### src/rtl/ofm_wb_pkg.sv
// ofm_wb_pkg: shared types and constants for the OFM write-back stage.
//   LANE_W / LANES / DW : beat geometry (8 lanes x 32 bits = 256 bits)
//   ofm_wb_state_t      : tile-level FSM states
//   last_row_idx()      : converts a programmed row count into the index of
//                         the final row (a count of 0 is handled as 1)
package ofm_wb_pkg;

  localparam int LANE_W = 32;
  localparam int LANES  = 8;
  localparam int DW     = LANES * LANE_W;

  typedef enum logic [1:0] {
    IDLE  = 2'd0,
    RUN   = 2'd1,
    DRAIN = 2'd2,
    DONE  = 2'd3
  } ofm_wb_state_t;

  function automatic logic [9:0] last_row_idx(input logic [9:0] num_rows);
    return (num_rows == 10'd0) ? 10'd0 : (num_rows - 10'd1);
  endfunction

endpackage

### src/rtl/ofm_wb_if.sv
// ofm_wb_if: request/grant write port into the OFM SRAM.
//   mem_req   : write-queue head is valid
//   mem_gnt   : SRAM accepts the head this cycle
//   mem_addr  : SRAM word address of the head
//   mem_wdata : head data (one 256-bit beat)
// Modports: master = write-back stage, slave = SRAM side.
interface ofm_wb_if
  import ofm_wb_pkg::*;
#(
  parameter int AW = 16
);

  logic          mem_req;
  logic          mem_gnt;
  logic [AW-1:0] mem_addr;
  logic [DW-1:0] mem_wdata;

  modport master (
    output mem_req,
    output mem_addr,
    output mem_wdata,
    input  mem_gnt
  );

  modport slave (
    input  mem_req,
    input  mem_addr,
    input  mem_wdata,
    output mem_gnt
  );

endinterface

### src/rtl/ofm_wb_fifo.sv
// wb_fifo: small synchronous show-ahead FIFO holding {address, data} words.
//   clk, rst_n : clock, asynchronous active-low reset (pointers/level only)
//   push       : write push_data (accepted when not full, or full with a pop)
//   push_data  : word to enqueue
//   pop        : retire the head (ignored when empty)
//   head_data  : current head word, valid whenever empty is low
//   full/empty : occupancy flags
//   level      : number of stored words
// DEPTH must be a power of two so the pointers wrap naturally.
module wb_fifo #(
  parameter int W     = 272,
  parameter int DEPTH = 4
) (
  input  logic                       clk,
  input  logic                       rst_n,
  input  logic                       push,
  input  logic [W-1:0]               push_data,
  input  logic                       pop,
  output logic [W-1:0]               head_data,
  output logic                       full,
  output logic                       empty,
  output logic [$clog2(DEPTH):0]     level
);

  localparam int PW = $clog2(DEPTH);

  logic [W-1:0]  mem_reg [DEPTH];
  logic [PW-1:0] wr_ptr_reg, wr_ptr_next;
  logic [PW-1:0] rd_ptr_reg, rd_ptr_next;
  logic [PW:0]   level_reg,  level_next;
  logic          push_ok, pop_ok;

  assign full  = (level_reg == (PW+1)'(DEPTH));
  assign empty = (level_reg == '0);
  assign level = level_reg;

  // When full, the slot being written is the one being popped; the head is
  // read before the edge, so the old word still leaves intact.
  assign pop_ok  = pop && !empty;
  assign push_ok = push && (!full || pop_ok);

  assign head_data = mem_reg[rd_ptr_reg];

  always_comb begin
    wr_ptr_next = wr_ptr_reg;
    rd_ptr_next = rd_ptr_reg;
    level_next  = level_reg;
    if (push_ok) wr_ptr_next = wr_ptr_reg + 1'b1;
    if (pop_ok)  rd_ptr_next = rd_ptr_reg + 1'b1;
    level_next = level_reg + {{PW{1'b0}}, push_ok} - {{PW{1'b0}}, pop_ok};
  end

  // Storage needs no reset: the level counter decides what is valid.
  always_ff @(posedge clk) begin
    if (push_ok) mem_reg[wr_ptr_reg] <= push_data;
  end

  always_ff @(posedge clk or negedge rst_n) begin
    if (!rst_n) begin
      wr_ptr_reg <= '0;
      rd_ptr_reg <= '0;
      level_reg  <= '0;
    end else begin
      wr_ptr_reg <= wr_ptr_next;
      rd_ptr_reg <= rd_ptr_next;
      level_reg  <= level_next;
    end
  end

endmodule

### src/rtl/ofm_wb.sv
// ofm_wb: output-feature-map write-back stage behind the par2ser serializer.
// Stores the first KEEP_BEATS beats of every BEATS_PER_ROW-beat row into the
// OFM SRAM at row_base + beat index, discarding the trailing padding beats.
// Ports:
//   clk, rst_n            : clock, asynchronous active-low reset
//   start                 : one-cycle pulse, latches config and begins a tile
//   base_addr, row_stride : address of row 0 beat 0, increment per row
//   num_rows              : rows per tile (0 handled as 1)
//   wen, din              : upstream beat strobe and data (no backpressure)
//   mem                   : ofm_wb_if master (mem_req/mem_gnt/mem_addr/mem_wdata)
//   busy                  : tile in progress (through the done cycle)
//   done                  : one-cycle end-of-tile pulse
//   ovf                   : sticky dropped-beat / unexpected-wen flag
// Build option: OFM_WB_RELU_EN clamps negative lanes to zero at the push.
module ofm_wb
  import ofm_wb_pkg::*;
#(
  parameter int AW            = 16,
  parameter int BEATS_PER_ROW = 8,
  parameter int KEEP_BEATS    = 7,
  parameter int FIFO_DEPTH    = 4
) (
  input  logic          clk,
  input  logic          rst_n,
  input  logic          start,
  input  logic [AW-1:0] base_addr,
  input  logic [AW-1:0] row_stride,
  input  logic [9:0]    num_rows,
  input  logic          wen,
  input  logic [DW-1:0] din,
  ofm_wb_if.master      mem,
  output logic          busy,
  output logic          done,
  output logic          ovf
);

  localparam int BCW = (BEATS_PER_ROW > 1) ? $clog2(BEATS_PER_ROW) : 1;
  localparam int FPW = $clog2(FIFO_DEPTH);
  localparam logic [BCW-1:0] LAST_BEAT = BCW'(BEATS_PER_ROW - 1);
  localparam logic [FPW:0]   LEVEL_ONE = (FPW+1)'(1);

  ofm_wb_state_t   state_reg, state_next;
  logic [AW-1:0]   row_base_reg,   row_base_next;
  logic [AW-1:0]   row_stride_reg, row_stride_next;
  logic [9:0]      last_row_reg,   last_row_next;
  logic [9:0]      row_cnt_reg,    row_cnt_next;
  logic [BCW-1:0]  beat_cnt_reg,   beat_cnt_next;
  logic            ovf_reg,        ovf_next;

  logic            beat_in_run;
  logic            keep_beat;
  logic            push_req;
  logic            pop;
  logic            row_end;
  logic [AW-1:0]   push_addr;
  logic [DW-1:0]   push_data;
  logic [AW+DW-1:0] fifo_head;
  logic            fifo_full, fifo_empty;
  logic [FPW:0]    fifo_level;

  assign beat_in_run = (state_reg == RUN) && wen;
  assign keep_beat   = (32'(beat_cnt_reg) < KEEP_BEATS);
  assign push_req    = beat_in_run && keep_beat;
  assign row_end     = (beat_cnt_reg == LAST_BEAT);
  assign pop         = mem.mem_req && mem.mem_gnt;
  assign push_addr   = row_base_reg + AW'(beat_cnt_reg);

  // Per-lane data conditioning at the push point.
  for (genvar gi = 0; gi < LANES; gi++) begin : g_lane
`ifdef OFM_WB_RELU_EN
    assign push_data[gi*LANE_W +: LANE_W] =
      din[gi*LANE_W + LANE_W - 1] ? '0 : din[gi*LANE_W +: LANE_W];
`else
    assign push_data[gi*LANE_W +: LANE_W] = din[gi*LANE_W +: LANE_W];
`endif
  end

  wb_fifo #(
    .W     (AW + DW),
    .DEPTH (FIFO_DEPTH)
  ) u_fifo (
    .clk       (clk),
    .rst_n     (rst_n),
    .push      (push_req),
    .push_data ({push_addr, push_data}),
    .pop       (pop),
    .head_data (fifo_head),
    .full      (fifo_full),
    .empty     (fifo_empty),
    .level     (fifo_level)
  );

  // Head is forced to zero while empty so idle outputs are deterministic.
  assign mem.mem_req   = !fifo_empty;
  assign mem.mem_addr  = fifo_empty ? '0 : fifo_head[AW+DW-1 -: AW];
  assign mem.mem_wdata = fifo_empty ? '0 : fifo_head[DW-1:0];

  assign busy = (state_reg != IDLE);
  assign done = (state_reg == DONE);
  assign ovf  = ovf_reg;

  // Next-state logic.
  always_comb begin
    state_next = state_reg;
    case (state_reg)
      IDLE:  if (start) state_next = RUN;
      RUN:   if (wen && row_end && (row_cnt_reg == last_row_reg)) state_next = DRAIN;
      // Look ahead one pop so done lands in the cycle right after the last grant.
      DRAIN: if (fifo_empty || (pop && (fifo_level == LEVEL_ONE))) state_next = DONE;
      DONE:  state_next = IDLE;
      default: state_next = IDLE;
    endcase
  end

  // Tile counters and error flag.
  always_comb begin
    row_base_next   = row_base_reg;
    row_stride_next = row_stride_reg;
    last_row_next   = last_row_reg;
    row_cnt_next    = row_cnt_reg;
    beat_cnt_next   = beat_cnt_reg;
    ovf_next        = ovf_reg;

    if ((state_reg == IDLE) && start) begin
      row_base_next   = base_addr;
      row_stride_next = row_stride;
      last_row_next   = last_row_idx(num_rows);
      row_cnt_next    = '0;
      beat_cnt_next   = '0;
      ovf_next        = 1'b0;
    end

    if (beat_in_run) begin
      if (row_end) begin
        beat_cnt_next = '0;
        row_base_next = row_base_reg + row_stride_reg;
        row_cnt_next  = row_cnt_reg + 10'd1;
      end else begin
        beat_cnt_next = beat_cnt_reg + 1'b1;
      end
    end

    // Ordered after the start clear so a beat arriving with start still flags.
    if (wen && (state_reg != RUN)) ovf_next = 1'b1;
    if (push_req && fifo_full && !pop) ovf_next = 1'b1;
  end

  always_ff @(posedge clk or negedge rst_n) begin
    if (!rst_n) begin
      state_reg      <= IDLE;
      row_base_reg   <= '0;
      row_stride_reg <= '0;
      last_row_reg   <= '0;
      row_cnt_reg    <= '0;
      beat_cnt_reg   <= '0;
      ovf_reg        <= 1'b0;
    end else begin
      state_reg      <= state_next;
      row_base_reg   <= row_base_next;
      row_stride_reg <= row_stride_next;
      last_row_reg   <= last_row_next;
      row_cnt_reg    <= row_cnt_next;
      beat_cnt_reg   <= beat_cnt_next;
      ovf_reg        <= ovf_next;
    end
  end

endmodule

### src/flat_wrapper.sv
// flat-port wrapper written by rule: the top's interface ports become plain ports
module ofm_wb_flat import ofm_wb_pkg::*;
#(
  parameter int AW            = 16,
  parameter int BEATS_PER_ROW = 8,
  parameter int KEEP_BEATS    = 7,
  parameter int FIFO_DEPTH    = 4
)
  (clk, rst_n, start, base_addr, row_stride, num_rows, wen, din, busy, done, ovf, mem_mem_req, mem_mem_addr, mem_mem_wdata, mem_mem_gnt);
  ofm_wb_if #(.AW(AW)) mem_i ();
  input  logic clk;
  input  logic rst_n;
  input  logic start;
  input  logic [AW-1:0] base_addr;
  input  logic [AW-1:0] row_stride;
  input  logic [9:0] num_rows;
  input  logic wen;
  input  logic [DW-1:0] din;
  output logic busy;
  output logic done;
  output logic ovf;
  output wire logic [$bits(mem_i.mem_req)-1:0] mem_mem_req;
  output wire logic [$bits(mem_i.mem_addr)-1:0] mem_mem_addr;
  output wire logic [$bits(mem_i.mem_wdata)-1:0] mem_mem_wdata;
  input wire logic [$bits(mem_i.mem_gnt)-1:0] mem_mem_gnt;
  assign mem_mem_req = mem_i.mem_req;
  assign mem_mem_addr = mem_i.mem_addr;
  assign mem_mem_wdata = mem_i.mem_wdata;
  assign mem_i.mem_gnt = mem_mem_gnt;
  ofm_wb #(.AW(AW), .BEATS_PER_ROW(BEATS_PER_ROW), .KEEP_BEATS(KEEP_BEATS), .FIFO_DEPTH(FIFO_DEPTH)) u_core (.clk(clk), .rst_n(rst_n), .start(start), .base_addr(base_addr), .row_stride(row_stride), .num_rows(num_rows), .wen(wen), .din(din), .mem(mem_i), .busy(busy), .done(done), .ovf(ovf));
endmodule
### config.mk
export PLATFORM = sky130hd
export DESIGN_NAME = ofm_wb_flat
export DESIGN_NICKNAME = d
export VERILOG_FILES = /design/src/rtl/ofm_wb_pkg.sv /design/src/rtl/ofm_wb_if.sv /design/src/rtl/ofm_wb_fifo.sv /design/src/rtl/ofm_wb.sv /design/src/flat_wrapper.sv
export SDC_FILE = /design/constraint.sdc
export NUM_CORES = 1
export LEC_CHECK = 0
export CORE_MARGIN = 10
export CORE_UTILIZATION = 60
export DETAILED_ROUTE_END_ITERATION = 8
export DONT_BUFFER_PORTS = 1
export GPL_ROUTABILITY_DRIVEN = 0
export GPL_TIMING_DRIVEN = 1
export PLACE_DENSITY_LB_ADDON = 0.12
export SYNTH_ARGS = -nofsm -noshare
export SYNTH_HDL_FRONTEND = slang
export SYNTH_SLANG_ARGS = --single-unit
### constraint.sdc
create_clock -name clk -period 10.6 [get_ports clk]
set_input_delay 0.53 -clock clk [delete_from_list [all_inputs] [get_ports clk]]
set_output_delay 0.53 -clock clk [all_outputs]
set_load 0.01 [all_outputs]
**After elaboration in Yosys (flattened, before gate mapping)**

Memories as Yosys holds them, arrays and structs flattened.
Index checks and enable logic that the tools add are counted.

- Output and inout port bits: 276
- Input port bits: 303
- Bits in writable memories: 1,088
- Register bits after elaboration: 65
- Memories: 1
- Logic and storage cells: 77

- Muxes and demuxes: 21
- $add $sub $neg: 9
- Reductions and logical operators: 24
- Eq/ne operators: 11
- Magnitude comparators: 1

Memories:

| memory | depth | width | rd ports | clocked after Yosys merged registers in | write ports | RTL line | source |
|---|---|---|---|---|---|---|---|
| u_core.u_fifo.mem_reg | 4 | 272 | 1 | 0 | 1 | ofm_wb_fifo.sv:27 | `logic [W-1:0] mem_reg [DEPTH];` |

Operator list:

| cell | count |
|---|---|
| $mux W256 | 1 |
| $mux W16 | 4 |
| $mux W10 | 4 |
| $add A16 B16 Y16 | 1 |
| $add A16 B3 Y16 | 1 |
| $logic_and A1 B1 Y1 | 12 |
| $add A10 B1 Y10 const B | 1 |
| $eq A10 B10 Y1 | 1 |
| $logic_not A10 Y1 | 1 |
| $sub A10 B1 Y10 const B | 1 |
| $mux W3 | 3 |
| $pmux W2 S4 | 1 |
| $eq A3 B3 Y1 const B | 2 |
| $mux W2 | 3 |
| $mux W1 | 5 |
| $add A2 B1 Y2 const B | 2 |
| $eq A2 B2 Y1 const B | 2 |
| $ne A2 B1 Y1 const B | 2 |
| $ne A2 B2 Y1 const B | 2 |
| $reduce_bool A2 Y1 | 2 |
| $add A3 B1 Y3 | 1 |
| $add A3 B1 Y3 const B | 1 |
| $eq A3 B1 Y1 const B | 1 |
| $logic_not A1 Y1 | 3 |
| other kinds (8) | 9 |

**Logic depth before layout (Yosys ltp)**

Gate-level depths: netlist (run 1).

- Depth in word-level cells: 8
- Mapped depth: 12

**By module**

Synthesis (run 1) repeated with hierarchy kept, for this count alone.

- Cell total of the unflattened synthesis: 2,171
- Area total of the unflattened synthesis: 45,554.9 um^2

By module, submodules not included:

| module | times used | sequential area each (um^2) | area each (um^2) | cells an instance |
|---|---|---|---|---|
| wb_fifo | 1 | 32,846.5 | 39,894.5 | 1,456 |
| ofm_wb | 1 | 1,451.4 | 5,660.4 | 715 |

**Worst setup path before layout (run 1)**

Ideal clock, no wire load.

- Path type: register to register
- Start: register u_core.state_reg[1]
- End: memory u_core.u_fifo.mem_reg[0][0], enable pin
- Library setup time: 0.668 ns
- Cell stages (with the launch flop): 8
- Arrival time: 7.543 ns
- Period minus slack after synthesis: 8.211 ns
- Required time: 9.932 ns
- Setup slack: 2.389 ns
- Path through: dfrtp_1 -> inv_1 -> ha_1 -> nand2_1 -> a31oi_1 -> nor2b_1 -> clkbuf_1 -> and2_1

- Longest elaborated chain between the ends: 6

Ends and longest elaborated chain:

| element | RTL line | source |
|---|---|---|
| start: declaration | ofm_wb.sv:42 | `ofm_wb_state_t state_reg, state_next;` |
| start signal: assignment | ofm_wb.sv:158 | `state_reg <= state_next;` |
| $eq A2 B1 Y1 | ofm_wb.sv:61 | `assign beat_in_run = (state_reg == RUN) && wen;` |
| $logic_and A1 B1 Y1 | ofm_wb.sv:61 |  |
| $logic_and A1 B1 Y1 | ofm_wb.sv:63 | `assign push_req = beat_in_run && keep_beat;` |
| $logic_and A1 B1 Y1 | ofm_wb_fifo.sv:40 | `assign push_ok = push && (!full \|\| pop_ok);` |
| $mux W1 | ofm_wb_fifo.sv:55 | `if (push_ok) mem_reg[wr_ptr_reg] <= push_data;` |
| $mux W1 (implied by the code) | ofm_wb_fifo.sv:55 |  |
| end: declaration | ofm_wb_fifo.sv:27 |  |

Every way passes these cells.

**Final worst setup path (run 1)**

- Start: register u_core.u_fifo.rd_ptr_reg[0]
- End: output mem_mem_wdata[131]

- Longest elaborated chain between the ends: 2

Ends and longest elaborated chain:

| element | RTL line | source |
|---|---|---|
| start: declaration | ofm_wb_fifo.sv:29 | `logic [PW-1:0] rd_ptr_reg, rd_ptr_next;` |
| start signal: assignment | ofm_wb_fifo.sv:65 | `rd_ptr_reg <= rd_ptr_next;` |
| $mem_v2 Z4 W272 | - |  |
| $mux W256 | ofm_wb.sv:96 | `assign mem.mem_wdata = fifo_empty ? '0 : fifo_head[DW-1:0];` |
| end: declaration | flat_wrapper.sv:24 | `output wire logic [$bits(mem_i.mem_wdata)-1:0] mem_mem_wdata;` |

Every way passes these cells.

==> flow_summary_export.csv, run 1 <==
group,metric,value,unit
yosys,synth_edf_count,1088,
routing,wl_per_cell,28.4,um
yosys,synth_cell_type_count,60,
sta,skew,0.0219,ns
yosys,ys.flop_type,"edfxtp_1",
floorplan,initial_core_util,0.607,
clock_network,tritoncts,"yes",
yosys,synth_seq_cells,1153,
clock_network,clkTransAtPathRegs,0.07,ns
sta,fmax,205,MHz
placed_design,placedInstanceArea,0.0462,mm^2
critical_path,cp_cell_sequence,"buf_4 > buf_4 > mux4_2 > and2_1",
sta,slew_viol_final,0,
yosys,syn_nets,2509,
layout,fin_nets,2819,
floorplan,dieArea,0.0868,mm^2
power,clock_power_share,0.280,
run_status,status,"completed",
routing,wl_met2,50.3,mm
yosys,yosysMostFrequentCell,"edfxtp_1",
yosys,synth_top_area_cell,"edfxtp_1",
power,switching_share,0.316,
layout,largest_reg_flops,1088,
global_routing,grt_pass1_wl,150,mm
yosys,yosysTopAreaCellShare,0.722,
yosys,netlist_area,0.0453,mm^2
clock_network,holdBufCountCts,277,
critical_path,critPathCaptureType,"output pin",
power,p_seq_frac,0.417,
global_routing,track_usage,0.231,
power,pwr-share-comb,0.303,
global_routing,antenna_found_initial,26,
yosys,async_flop_share,0.0564,
floorplan,die_h,295,um
routing,drc_errors,0,
layout,postLayoutCellArea,0.0528,mm^2
yosys,seq_area_frac_synth,0.758,
routing,first_pass_iters,5,
routing,drt_iter0_drc,1622,
layout,drive_above_1_share,0.195,
clock_network,cts_root_buffer,"clkbuf_16",
floorplan,row_count,100,
global_routing,grt_overflow,0,
critical_path,worst-r2r-cell-count,8,
power,p_leak,0.0173,uW
clock_network,cts_resized,0,
routing,viasPerCell,6.10,
sta,rsz0062_at_grt,"false",
critical_path,critPathMostFrequentCell,"buf_4",
routing,drt_wl_total,101,mm
floorplan,pin_count,579,
routing,dr_wl_met3,8.25,mm
clock_network,clk_latency,0.68,ns
critical_path,cp_slowest_cell,"dfrtp_4",
routing,antenna_left,0,
floorplan,die_width,295,um
power,p_sw,4450,uW
routing,dr.max_layer_used,"met5",
critical_path,reg2reg_slack,6.49,ns
placed_design,hpwl,62.4,mm
yosys,avgSynthCellArea,20.9,um^2
critical_path,worst_setup_path_start_kind,"register",
sta,min_period,4.89,ns
routing,vias,21700,
critical_path,critPathArrivalTime,4.36,ns
yosys,yosysWarnings,0,
critical_path,worst-setup-path-type,"reg2out",
global_routing,grt_pass1_vias,22600,
placed_design,portBuffers,0,
yosys,synth_area_leaders,"edfxtp_1, mux4_2, and2_1, dfrtp_1, ha_1",
layout,area_delta_synth_final,16.6,%
floorplan,core-area,0.0746,mm^2
critical_path,cp_max_fo,49,
critical_path,slowest_delay,1.04,ns
sta,finalHoldViolCount,0,
sta,setup_viol,0,
flow_run,maxCapViolCount,0,
clock_network,cts_buffers,113,
power,ir_drop,0.000216,V
clock_network,cts_buffer_depth,3,
power,powerDensity,267,mW/mm^2
routing,wl_met1,39.1,mm
critical_path,required,10.07,ns
sta,tns,0,ns
sta,finalCritPeriodShare,0.461,
global_routing,grt_start_max_net_pins,147,
clock_network,htreeDepth,3,
layout,final_core_util,0.708,
yosys,netlist_instances,2170,
clock_network,cts.sinks,1153,
power,intPower,9620,uW
hold_path,hold_class,"in2reg",
sta,worst_pin_slew,1.26,ns
sta,relSlewSlack,0.161,
yosys,synth.top_cells.by_count,"edfxtp_1, and2_1, mux4_2, dfrtp_1, nand2_1",
hold_path,hold_depth,2,
clock_network,cts_setup_buffers,0,
[final timing paths]
check,from,endpoint
setup / recovery,u_core.u_fifo.rd_ptr_reg[0],mem_mem_wdata[131]
hold / removal,base_addr[5],u_core.row_base_reg[5]
setup reg to reg,u_core.state_reg[1],u_core.u_fifo.mem_reg[0][138]
hold reg to reg,u_core.row_stride_reg[7],u_core.row_stride_reg[7]
max in group asynchronous,rst_n,u_core.u_fifo.rd_ptr_reg[1]
min in group asynchronous,rst_n,u_core.row_stride_reg[4]
[layout by cell type, fill, tap and decap left out, types with 5 or more instances in the layout]
| master | count |
|---|---|
| bufinv_16 | 11 |
| a21oi_1 | 22 |
| xnor2_1 | 26 |
| nand3_1 | 12 |
| clkinv_2 | 18 |
| a21o_1 | 6 |
| dlygate4sd3_1 | 276 |
| and2_4 | 5 |
| inv_1 | 16 |
| clkbuf_1 | 14 |
| mux4_2 | 272 |
| o21a_1 | 6 |
| clkbuf_16 | 115 |
| clkinvlp_4 | 9 |
| nor3_1 | 7 |
| o21ai_0 | 37 |
| nor2_1 | 17 |
| diode_2 | 21 |
| dfrtp_1 | 63 |
| and3_1 | 10 |
| buf_4 | 19 |
| a31oi_1 | 5 |
| clkinv_1 | 27 |
| edfxtp_1 | 1088 |
| ha_1 | 33 |
| nand2_1 | 51 |
| mux2i_1 | 12 |
| and2_1 | 274 |
| a211oi_1 | 5 |
| xor2_1 | 18 |
| mux2_2 | 20 |
[per-layer routing]
metal | vias to the layer above | GRT usage
li1 | 9375 | -
met5 | - | 0
met2 | 785 | 0.373
met1 | 11300 | 0.301
met4 | 20 | 0.0788
met3 | 178 | 0.0679
[power by group through the flow]
stage	combinational [uW]	clock, uW	sequential (uW)
5_1_grt	4590	4210	5910
6_report	4260	3940	5870
3_3_place_gp	4150	0	5940
2_1_floorplan	3260	0	5890
3_5_place_dp	4180	0	5960
4_1_cts	4340	4020	5870
[critical path: cells and delay by family (launching register included)]
kind                   cells  cell delay [ns]
and+or+nand+nor            1             0.22
buffers and inverters      2             1.69
muxes                      1             0.63
DFF                        1             1.04
[kinds of logic after synthesis]
group | count (synthesis) | share of synthesized area
buf+inv | 121 | 0.0125
compound gates | 101 | 0.0137
mux | 304 | 0.143
flops | 1153 | 0.758
simple gates | 411 | 0.0541
fa+ha+maj | 36 | 0.0104
xor+xnor | 44 | 0.00851
[stage by stage]
step	instances	power, uW	hold slack (ns)	setup WS [ns]
after floorplan	2170	9140	0.234	2.39
after global placement	3057	10100	0.238	6.21
after detailed placement	3057	10100	0.238	6.20
after CTS	3540	14200	0.0110	5.48
after global routing	3551	14700	0.0426	5.22
final	3561	14100	0.0519	5.71
[final cells by class]
class	count	area, um^2
flip-flops and latches	1153	34300
fillers	4481	21800
multi-input cells	896	10400
repair buffers	300	3010
clock buffers	133	2970
well taps	969	1210
clock inverters	73	732
inverters	16	60.1
diodes	21	52.6
Power figures use the tool's default switching activity.
==> run 2: changes to the inputs <==
--- a/config.mk
+++ b/config.mk
@@ -5,8 +5,9 @@
 export SDC_FILE = /design/constraint.sdc
 export NUM_CORES = 1
 export LEC_CHECK = 0
+export ABC_AREA = 1
 export CORE_MARGIN = 10
-export CORE_UTILIZATION = 60
+export CORE_UTILIZATION = 57
 export DETAILED_ROUTE_END_ITERATION = 8
 export DONT_BUFFER_PORTS = 1
 export GPL_ROUTABILITY_DRIVEN = 0
==> constraint.sdc (replaced) <==
create_clock -name clk -period 4.31 [get_ports clk]
set_input_delay 0.2155 -clock clk [delete_from_list [all_inputs] [get_ports clk]]
set_output_delay 0.2155 -clock clk [all_outputs]
set_load 0.01 [all_outputs]
==> run 2 against run 1 <==
  * Sequential share of layout area decreased by 1.7 points
  * Non-clock buffer count increased by 59
  * Synthesized area increased by 2.5%
  * Clock power increased by 150%
  * Critical path depth increased by 1
  * Synthesized cell count increased by 77%
  * Register-to-register slack got worse by 5.0 ns
==> flow_summary_export.csv, run 2 <==
group,metric,value,unit
routing,viasPerCell,5.76,
clock_network,htreeDepth,3,
yosys,avgSynthCellArea,12.1,um^2
hold_path,hold_end,"u_core.last_row_reg[9]",
critical_path,cp_max_fo,109,
layout,area_delta_synth_final,16.8,%
critical_path,required,4.09,ns
routing,antenna_left,0,
critical_path,critPathCaptureType,"output pin",
critical_path,critPathArrivalTime,3.59,ns
sta,relSlewSlack,0.144,
yosys,yosysTopAreaCellShare,0.704,
yosys,seq_area_frac_synth,0.739,
flow_run,maxCapViolCount,0,
floorplan,dieArea,0.0932,mm^2
yosys,synth_area_leaders,"edfxtp_1, nor2_1, o21ai_0, dfrtp_1, a21oi_1",
sta,skew,0.0329,ns
critical_path,slowest_delay,0.90,ns
critical_path,cp_cell_sequence,"inv_8 > buf_4 > nor2_1 > o21ai_0 > a21oi_1",
sta,rsz0062_at_grt,"false",
sta,finalHoldViolCount,0,
critical_path,worst-setup-path-type,"reg2out",
critical_path,worst-r2r-cell-count,7,
floorplan,core-area,0.0807,mm^2
power,p_leak,0.0187,uW
sta,finalCritPeriodShare,0.884,
sta,setup_viol,0,
layout,mostFrequentLayoutCells,"nor2_1, edfxtp_1, o21ai_0",
sta,tns,0,ns
yosys,netlist_instances,3837,
critical_path,r2r-end,"u_core.last_row_reg[8]",
routing,vias,30300,
layout,mostFrequentLayoutCell,"nor2_1",
routing,drt_iter0_drc,3083,
floorplan,die_h,305,um
sta,min_period,3.81,ns
placed_design,portBuffers,0,
yosys,netlist_area,0.0464,mm^2
routing,wl_per_cell,23.0,um
floorplan,die_width,305,um
hold_path,hold_class,"in2reg",
routing,drc_errors,0,
layout,fin_nets,4431,
yosys,async_flop_share,0.0564,
yosys,yosysWarnings,0,
yosys,synthAdderAreaFrac,0.0102,
critical_path,reg2reg_slack,1.54,ns
yosys,synth_compound_area_frac,0.0944,
yosys,synth_edf_count,1088,
critical_path,timing.rr.start,"u_core.state_reg[0]",
routing,first_pass_iters,5,
sta,fmax,263,MHz
hold_path,hold_depth,5,
yosys,synth_xor_area_frac,0.00528,
yosys,yosysMostFrequentCell,"nor2_1",
sta,slew_viol_final,0,
clock_network,clkTransAtPathRegs,0.06,ns
clock_network,cts_buffer_depth,3,
floorplan,pin_count,579,
global_routing,track_usage,0.250,
yosys,ys.flop_type,"edfxtp_1",
clock_network,cts_buffers,113,
yosys,synthMuxAreaShare,0.000431,
critical_path,cp_slowest_cell,"dfrtp_4",
clock_network,clk_latency,0.68,ns
sta,whs,0.0694,ns
clock_network,cts_root_buffer,"clkbuf_16",
power,ir_drop,0.000700,V
yosys,synth_cell_type_count,44,
global_routing,antenna_found_initial,16,
routing,drt_wl_total,121,mm
yosys,yosys.area_share.simple,0.120,
floorplan,initial_core_util,0.575,
run_status,status,"completed",
floorplan,row_count,104,
hold_path,worstHoldStart,"num_rows[2]",
sta,worst_pin_slew,1.28,ns
global_routing,grt_pass1_vias,29600,
yosys,synth_top_family_by_area,"simple AND/OR/NAND/NOR gates",
global_routing,grt_pass1_wl,181,mm
placed_design,hpwl,72.4,mm
clock_network,holdBufCountCts,316,
clock_network,cts_setup_buffers,0,
clock_network,cts.sinks,1153,
yosys,synth.top_cells.by_count,"nor2_1, edfxtp_1, o21ai_0, a21oi_1, nand2_1",
power,powerDensity,684,mW/mm^2
global_routing,grt_overflow,0,
critical_path,worst_setup_path_start_kind,"register",
yosys,syn_nets,4176,
clock_network,cts_resized,0,
layout,drive_above_1_share,0.0573,
global_routing,grt_start_max_net_pins,183,
yosys,synth_top_area_cell,"edfxtp_1",
yosys,synth_seq_cells,1153,
clock_network,tritoncts,"yes",
layout,largest_reg_flops,1088,
run 2: changes by cell type in the layout (fill, tap and decap cells not counted), sizes merged, moves of 82 or more:
cell / previous run / this run
and2: 279 / 1
inv: 19 / 101
o21ai: 41 / 555
a21oi: 23 / 294
mux4: 272 / 0
nand2: 53 / 218
nor2: 17 / 1143
run 2: how the worst max path moves through the flow:
stage,startpoint,to,slack (ns),depth (start not counted)
global placement,u_core.u_fifo.rd_ptr_reg[1],mem_mem_wdata[25],1.33,5
CTS,u_core.u_fifo.rd_ptr_reg[1],mem_mem_wdata[234],0.60,5
finish,u_core.u_fifo.rd_ptr_reg[1],mem_mem_wdata[234],0.50,5
global route,u_core.u_fifo.rd_ptr_reg[1],mem_mem_wdata[240],0.44,5
detailed placement,u_core.u_fifo.rd_ptr_reg[1],mem_mem_wdata[234],1.36,5
floorplan,u_core.state_reg[1],u_core.u_fifo.mem_reg[0][0],-1.16,6
run 2: per-stage QoR:
stage	instances	utilization	setup WS, ns	area, um^2	total power [uW]
3_5_place_dp	4721	0.587	1.36	47300	27200
5_1_grt	5262	0.672	0.440	54200	39100
3_3_place_gp	4721	0.587	1.33	47300	26900
6_report	5266	0.672	0.502	54200	37100
4_1_cts	5250	0.672	0.598	54200	37200
2_1_floorplan	3837	-	-1.16	46500	23500
run 2: power by group:
part | leakage [uW] | total, uW | internal [uW] | switching (uW)
sequential | 0.0106 | 14300 | 13700 | 645
combinational | 0.00630 | 13100 | 3440 | 9640
clock | 0.00179 | 9670 | 5560 | 4110
run 2: final cells by class:
class                   instances  area, um^2
diodes                         16        40.0
clock buffers                 138        2960
clock inverters                75         726
fillers                      5692       26500
inverters                      98         395
multi-input cells            2367       10800
flip-flops and latches       1153       34300
well taps                    1060        1330
repair buffers                359        3720
run 2: cells by family (layout without fill, tap and decap cells):
group,count (synthesis),in the layout
other,0,16
multiplexers,2,2
XOR/XNOR,28,28
AO/OA/AOI/OAI,867,867
flip-flops,1153,1153
AND/OR/NAND/NOR,1434,1434
adder cells (fa/ha/maj),36,36
buffers and inverters,317,670
run 2: critical path, delay by kind of cell, from the launching register on:
family,cells,cell delay (ns)
AO/OA/AOI/OAI,2,0.58
buffers and inverters,2,0.93
flip-flops,1,0.90
AND/OR/NAND/NOR,1,0.17
run 2: routing by layer:
metal / global-route usage / vias up / part of all wire
met2: 0.429 / 1233 / 0.51
met5: 0 / - / 0.00023
met3: 0.0498 / 229 / 0.073
li1: - / 14000 / -
met4: 0.101 / 6 / 0.040
met1: 0.308 / 14900 / 0.38
